===== src/rtl/vga_timing_monitor.sv =====
// Sink-side VGA timing checker: recovers active x/y, measures line/frame geometry
// against the expected mode, tracks lock, raises sticky errors and captures a probe pixel.
module vga_timing_monitor #(
  parameter int   H_ACTIVE = 640,
  parameter int   H_TOTAL  = 800,
  parameter int   V_ACTIVE = 480,
  parameter logic SYNC_POL = 1'b0
) (
  input  logic        clk,
  input  logic        rst,
  input  logic        pix_ce,
  input  logic        hsync,
  input  logic        vsync,
  input  logic        blank_n,
  input  logic [23:0] rgb,
  input  logic [9:0]  probe_x,
  input  logic [9:0]  probe_y,
  input  logic        clr_err,
  output logic [9:0]  x_out,
  output logic [9:0]  y_out,
  output logic [23:0] probe_rgb,
  output logic        probe_valid,
  output logic        locked,
  output logic [15:0] frame_count,
  output logic        err_h,
  output logic        err_v
);

  typedef enum logic [1:0] {HUNT, ACQ, LOCKED} state_t;

  localparam logic [10:0] H_ACT_C = 11'(H_ACTIVE);
  localparam logic [10:0] H_TOT_C = 11'(H_TOTAL);
  localparam logic [10:0] V_ACT_C = 11'(V_ACTIVE);
  localparam logic [10:0] CNT_MAX = 11'h7FF;

  state_t      state_q, state_d;
  logic        hs_q, hs_d, vs_q, vs_d, bl_q, bl_d;
  logic [9:0]  x_q, x_d, y_q, y_d;
  logic [10:0] act_cnt_q, act_cnt_d, per_cnt_q, per_cnt_d;
  logic        armed_q, armed_d, frame_err_q, frame_err_d;
  logic        locked_q, locked_d, err_h_q, err_h_d, err_v_q, err_v_d;
  logic [15:0] frame_count_q, frame_count_d;
  logic [23:0] probe_rgb_q, probe_rgb_d;
  logic        probe_valid_q, probe_valid_d;

  logic        hs_on, vs_on, bl_on;
  logic        hs_edge, vs_edge, bl_rise, bl_fall, act;
  logic [9:0]  pix_x;
  logic [10:0] lines;
  logic        h_mm, v_mm;

  assign hs_on   = (hsync == SYNC_POL);
  assign vs_on   = (vsync == SYNC_POL);
  assign bl_on   = blank_n;
  assign hs_edge = pix_ce & hs_on & ~hs_q;
  assign vs_edge = pix_ce & vs_on & ~vs_q;
  assign bl_rise = pix_ce & bl_on & ~bl_q;
  assign bl_fall = pix_ce & ~bl_on & bl_q;
  assign act     = pix_ce & bl_on;

  // Column of the pixel being sampled right now (x_q still holds the previous one).
  assign pix_x = bl_rise ? 10'd0 : x_q + 10'd1;
  // A line ending on the vsync strobe still belongs to the closing frame.
  assign lines = {1'b0, y_q} + {10'd0, bl_fall};

  assign h_mm = (bl_fall && act_cnt_q != H_ACT_C) ||
                (hs_edge && armed_q && per_cnt_q != H_TOT_C);
  assign v_mm = vs_edge && lines != V_ACT_C;

  always_comb begin
    hs_d = hs_q;
    vs_d = vs_q;
    bl_d = bl_q;
    if (pix_ce) begin
      hs_d = hs_on;
      vs_d = vs_on;
      bl_d = bl_on;
    end

    x_d = x_q;
    if (bl_rise)  x_d = 10'd0;
    else if (act) x_d = x_q + 10'd1;

    y_d = y_q;
    if (vs_edge)      y_d = 10'd0;
    else if (bl_fall) y_d = y_q + 10'd1;

    act_cnt_d = act_cnt_q;
    if (bl_rise)                         act_cnt_d = 11'd1;
    else if (act && act_cnt_q != CNT_MAX) act_cnt_d = act_cnt_q + 11'd1;

    per_cnt_d = per_cnt_q;
    if (hs_edge)                            per_cnt_d = 11'd1;
    else if (pix_ce && per_cnt_q != CNT_MAX) per_cnt_d = per_cnt_q + 11'd1;

    // The period measured at the first hsync after leaving HUNT is not trusted.
    armed_d = armed_q;
    if (state_q == HUNT) armed_d = 1'b0;
    else if (hs_edge)    armed_d = 1'b1;

    probe_valid_d = act && (pix_x == probe_x) && (y_q == probe_y);
    probe_rgb_d   = probe_valid_d ? rgb : probe_rgb_q;

    state_d       = state_q;
    frame_err_d   = frame_err_q;
    frame_count_d = frame_count_q;
    err_h_d       = clr_err ? 1'b0 : err_h_q;
    err_v_d       = clr_err ? 1'b0 : err_v_q;

    case (state_q)
      HUNT: begin
        if (vs_edge) begin
          state_d     = ACQ;
          frame_err_d = 1'b0;
        end
      end
      ACQ: begin
        // vsync verdict uses the closing frame; a coincident hsync fault opens the new one.
        if (vs_edge) begin
          state_d     = (!frame_err_q && !v_mm && !h_mm) ? LOCKED : ACQ;
          frame_err_d = h_mm;
        end else begin
          frame_err_d = frame_err_q | h_mm;
        end
      end
      LOCKED: begin
        if (h_mm || v_mm) begin
          state_d = HUNT;
          if (h_mm) err_h_d = 1'b1;
          if (v_mm) err_v_d = 1'b1;
        end else if (vs_edge) begin
          frame_count_d = frame_count_q + 16'd1;
        end
      end
      default: state_d = HUNT;
    endcase

    locked_d = (state_d == LOCKED);
  end

  always_ff @(posedge clk or posedge rst) begin
    if (rst) begin
      state_q       <= HUNT;
      hs_q          <= 1'b0;
      vs_q          <= 1'b0;
      bl_q          <= 1'b0;
      x_q           <= '0;
      y_q           <= '0;
      act_cnt_q     <= '0;
      per_cnt_q     <= '0;
      armed_q       <= 1'b0;
      frame_err_q   <= 1'b0;
      locked_q      <= 1'b0;
      err_h_q       <= 1'b0;
      err_v_q       <= 1'b0;
      frame_count_q <= '0;
      probe_rgb_q   <= '0;
      probe_valid_q <= 1'b0;
    end else begin
      state_q       <= state_d;
      hs_q          <= hs_d;
      vs_q          <= vs_d;
      bl_q          <= bl_d;
      x_q           <= x_d;
      y_q           <= y_d;
      act_cnt_q     <= act_cnt_d;
      per_cnt_q     <= per_cnt_d;
      armed_q       <= armed_d;
      frame_err_q   <= frame_err_d;
      locked_q      <= locked_d;
      err_h_q       <= err_h_d;
      err_v_q       <= err_v_d;
      frame_count_q <= frame_count_d;
      probe_rgb_q   <= probe_rgb_d;
      probe_valid_q <= probe_valid_d;
    end
  end

  assign x_out       = x_q;
  assign y_out       = y_q;
  assign probe_rgb   = probe_rgb_q;
  assign probe_valid = probe_valid_q;
  assign locked      = locked_q;
  assign frame_count = frame_count_q;
  assign err_h       = err_h_q;
  assign err_v       = err_v_q;

endmodule

===== config.mk =====
export PLATFORM = sky130hd
export DESIGN_NAME = vga_timing_monitor
export DESIGN_NICKNAME = d
export VERILOG_FILES = /design/src/rtl/vga_timing_monitor.sv
export SDC_FILE = /design/constraint.sdc
export NUM_CORES = 1
export LEC_CHECK = 0
export BUFFER_PORTS_ARGS = -buffer_cell sky130_fd_sc_hd__buf_2
export CAP_MARGIN = 10
export CELL_PAD_IN_SITES_DETAIL_PLACEMENT = 0
export CELL_PAD_IN_SITES_GLOBAL_PLACEMENT = 1
export CORE_MARGIN = 2
export CORE_UTILIZATION = 38
export CTS_CLUSTER_SIZE = 40
export DETAILED_ROUTE_END_ITERATION = 7
export PLACE_DENSITY = 0.83
export SLEW_MARGIN = 20
export SYNTH_ARGS = -nofsm -noshare
export SYNTH_HDL_FRONTEND = slang
export SYNTH_SLANG_ARGS = --single-unit

===== constraint.sdc =====
create_clock -name clk -period 3.2 [get_ports clk]
set_clock_uncertainty 0.2 [all_clocks]
set_input_delay 0.64 -clock clk [delete_from_list [all_inputs] [get_ports clk]]
set_output_delay 0.64 -clock clk [all_outputs]
set_load 0.005 [all_outputs]

# Word level (Yosys, flattened, before mapping)
# Index checks and enable logic that the tools add are counted.
# totals
register_bits	93
# classes
addsub	6
n_eq_ne	11
mux	27
bitwise_logic	16
reduce_logical	24
# op_table
cell	n
$mux W10	5
$mux W11	4
$add A11 B1 Y11 const B	2
$ne A11 B10 Y1 const B	2
$ne A11 B11 Y1 const B	2
$add A10 B1 Y10 const B	2
$eq A10 B10 Y1	2
$add A16 B1 Y16 const B	1
$mux W1	12
$reduce_bool A2 Y1	6
$add A10 B1 Y11	1
$ne A11 B9 Y1 const B	1
$logic_and A1 B1 Y1	10
$and A1 B1 Y1	8
$mux W2	4
$not A1 Y1	7
$pmux W2 S3	1
$eq A2 B2 Y1 const B	2
$logic_not A1 Y1	3
$reduce_and A3 Y1	1
$eq A2 B1 Y1 const B	1
$logic_not A2 Y1	1
$logic_or A1 B1 Y1	2
$ne A2 B2 Y1 const B	1
other kinds (3)	3

# Depth between registers and ports, before layout
# logic_depth
word_depth	13
ltp_mapped	11
mapped_depth_nobuf	10

# Worst setup path after synthesis
# No wires, ideal clock.
# synth_timing
kind	in2reg
start	in pix_ce
end	reg frame_count_q[10] (netlist: frame_count[10])
setup_time_ps	79
t_arrival_ps	2630
required_time_ps	2921
slack_ps	291
cell_stages	9
path_cell_list	nor3b_2 -> ha_1 -> a2111oi_0 -> a31oi_1 -> nor4b_1 -> o2111a_2 -> nand3_2 -> nor4_1 -> xor2_1
# synth_via
elab_chain_len	8
elab_cells_between_ends	16
# synth_lines
element	line	rtl
from (decl)	11	input logic pix_ce,
$and A1 B1 Y1, on equally long branches (2 in a row)	58, 55	
$add A10 B1 Y11 or $logic_and A1 B1 Y1 (tied branches)	64, 67	
$ne A11 B9 Y1 or $logic_and A1 B1 Y1 (tied branches)	68, 67	
$logic_and A1 B1 Y1 or $logic_or A1 B1 Y1 (tied branches)	68, 66	
$logic_or A1 B1 Y1	127	if (h_mm || v_mm) begin
$not A1 Y1 (no line)	--	
$reduce_and A3 Y1 (no line) (*)	--	
to (signal assigned)	173	frame_count_q <= frame_count_d;
to (decl)	42	logic [15:0] frame_count_q, frame_count_d;
# Mark *: on every way between the ends. The rest lies on a longest branch, timed or not.
# A chain may end at the register's enable or synchronous reset.

# Final worst setup path
# layout_timing
start	reg x_q[4] (netlist: x_out[4])
end	reg probe_rgb_q[20] (netlist: probe_rgb[20])
# layout_via
elab_chain_len	5
# layout_lines
element	line	rtl
from (decl)	38	logic [9:0] x_q, x_d, y_q, y_d;
from (signal assigned)	147	x_q <= '0;
from (signal assigned)	164	x_q <= x_d;
$add A10 B1 Y10	62	assign pix_x = bl_rise ? 10'd0 : x_q + 10'd1;
$mux W10	62	
$eq A10 B10 Y1	101	probe_valid_d = act && (pix_x == probe_x) && (y_q == probe_y);
$logic_and A1 B1 Y1 (2 in a row)	101	
to (signal assigned)	174	probe_rgb_q <= probe_rgb_d;
to (decl)	43	logic [23:0] probe_rgb_q, probe_rgb_d;
# No other way between the ends.

==> metrics <==
Post-Syn Area=4990 um2; WL final=12300 um; Clock Root Buffer=clkbuf_16; share of layout cells above drive strength 1=0.315; Initial Utilization=0.392; CP max stage cell=or4_1; CP endpoint kind=flip-flop; vias per inst=5.18; H-tree levels=3; unrepaired setup endpoints after global routing=false; Vert. Die Dim=119 um; asr flop ratio synth=1.00; Die Area=14100 um2; Site Rows=41; Final min period=2.95 ns; CTS tree=done; GP Congestion=0.843; Synth area leader=dfrtp_1; total grt overflow=0; Worst Hold Class=input port to async pin; Synth area leaders=dfrtp_1 (47%), mux2_4 (6.0%), xor2_1 (5.8%); pin count of the biggest net entering global routing=94; setup violators final=0; GRT Total Usage=0.181; WP data required=3.24 ns; Worst-Margin Slew=0.496 ns; cells after synthesis=485; top cell type's share of synthesized area=0.467; antenna violations before repair=0; Seq cells post-synth=93; Wirelength per Cell=15.4 um; DR iter-0 viols=349; top_reg_cell synth=dfrtp_1; DR pass1 iterations=4; CTS Buf Count=9; FF+latch area=2330 um2; Clk Latency, worst-skew pair=0.35 ns; Hold Vio Cnt, Final=0; n_diodes=0; Filler cells=1181; vias in the first global route=4240; crit path max fanout=24; pwr dens=511 nW/um2; crit path cell chain=nand3_2 > or4_1 > a21oi_1 > xnor2_1 > nand4_1 > nor3_4 > buf_12 > mux2_2; P_leak=3.07 nW; Clock Pin Slew Worst Setup and Hold Paths=0.08 ns; crit start category=flip-flop; crit share post-route=0.923; Design Power=3.17 mW; Max Root-Sink Buffers=2; first-pass GRT wire length=20600 um; Final nets=677; Synth top cells by count=dfrtp_1 (93), nor2_1 (51), xor2_1 (33); max incr delay on CP=0.51 ns; footprint of the multi-input gates=2480 um2; vias=4112; Setup TNS=0 ns; clk sinks=93; top-count cell post-synth=dfrtp_1; DRT antenna net count=0; Core Region=12700 um2; syn_nets=545; Mapped Avg Cell Area=10.3 um2; Max Cap Viol=0; setup bufs post-CTS=0; DRC Markers=0; maximum vdd drop=0.232 mV; Post-CTS Hold Buffers=0; Highest Clock Rate=0.338 GHz; CTS resizes=0; Layout area overhead=24.3%; Crit Path Category=flip-flop to flip-flop; Critical Path AT=2.99 ns; Die Wd=119 um; status=finished, final reports clean; IO Pins=115; Rel. slew slack=0.669; Netlist cell types=65; EDFF count, synth=0; dpl hpwl=9000 um; Yosys warning count=0; Buffers on Ports=114; Pins Over Slew Limit=0; Seq/Total Area, Yosys=0.467
-- metal layers --
| layer | vias to the layer above | wire (um) | part of all wire | track usage |
|---|---|---|---|---|
| li1 | 1972 | - | - | - |
| met1 | 1989 | 5550 | 0.45 | 0.240 |
| met2 | 135 | 5800 | 0.47 | 0.287 |
| met3 | 16 | 671 | 0.055 | 0.0328 |
| met4 | 0 | 242 | 0.020 | 0.0826 |
| met5 | - | 0 | 0 | 0 |
-- flip-flops by register name, summed over array words and instances, names as in the netlist, 2 cells and up --
signal and flops:
y_out 10, per_cnt_q 11, act_cnt_q 11, probe_rgb 24, state_q 2, frame_count 16
x_out 10
-- path summary, 6_finish.rpt --
check / from / endpoint / slack [ns] / cells after the start
setup / recovery: x_out[4] / probe_rgb[20] / 0.25 / 8
hold / removal: rst / frame_count[13] / 0.24 / 3
setup reg to reg: x_out[4] / probe_rgb[20] / 0.25 / 8
hold reg to reg: frame_count[15] / frame_count[15] / 0.28 / 1
max in group asynchronous: rst / y_out[0] / 2.20 / 3
min in group clk: frame_count[15] / frame_count[15] / 0.28 / 1
-- final cells by class --
class | instances | area share
Timing Repair Buffer | 140 | 0.127
Clock buffer | 9 | 0.0363
Sequential cell | 93 | 0.375
Multi-Input combinational cell | 353 | 0.401
Clock inverter | 7 | 0.0129
Inverter | 20 | 0.0127
Tap cell | 172 | 0.0347
-- worst max-delay path: cells and delay by family, from the launching register on --
family	cells	cell delay (ns)
xor+xnor	1	0.15
mux	1	0.36
flops	1	0.50
compound gates	1	0.20
buf+inv	1	0.23
simple gates	4	1.19
-- cell families after synthesis --
logic type	Yosys count	share of synthesized area
flops	93	0.467
fa+ha+maj	9	0.0226
simple gates	190	0.204
compound gates	70	0.0961
mux	27	0.0755
buf+inv	39	0.0354
xor+xnor	57	0.100
-- stage by stage --
stage           util  hold WS (ns)  cell area (um2)  worst slack [ns]  cells
2_1_floorplan      -         0.253             4990             0.291    485
3_3_place_gp   0.464         0.260             5900             0.129    778
3_5_place_dp   0.464         0.269             5900            0.0698    778
4_1_cts        0.488         0.257             6200             0.246    794
5_1_grt        0.488         0.281             6200            0.0220    794
6_report       0.488         0.238             6200             0.246    794
-- layout by cell type (no fill, tap or decap), types with 4 or more instances in the layout --
cell type  instances
a21o_1             4
a21oi_1           17
a22o_1             4
a31oi_1            5
and3_1             7
buf_2            114
buf_4             24
clkbuf_16          9
dfrtp_1           93
ha_1               9
inv_1             19
mux2_2             5
mux2_4            20
nand2_1           31
nand2b_1           5
nand3_1           19
nand4_1           10
nor2_1            51
nor2b_1            5
nor3_1            17
nor3b_1            4
nor4_1             5
nor4b_1            6
o21ai_0           18
or3_1              7
xnor2_1           24
xor2_1            33
-- where the power goes --
| group | internal, mW | total (mW) | switching, mW |
|---|---|---|---|
| Sequential | 1.28 | 1.42 | 0.141 |
| Clock | 0.620 | 1.12 | 0.496 |
| Combinational | 0.282 | 0.627 | 0.344 |
No activity file was read; power rests on OpenSTA's default activity.
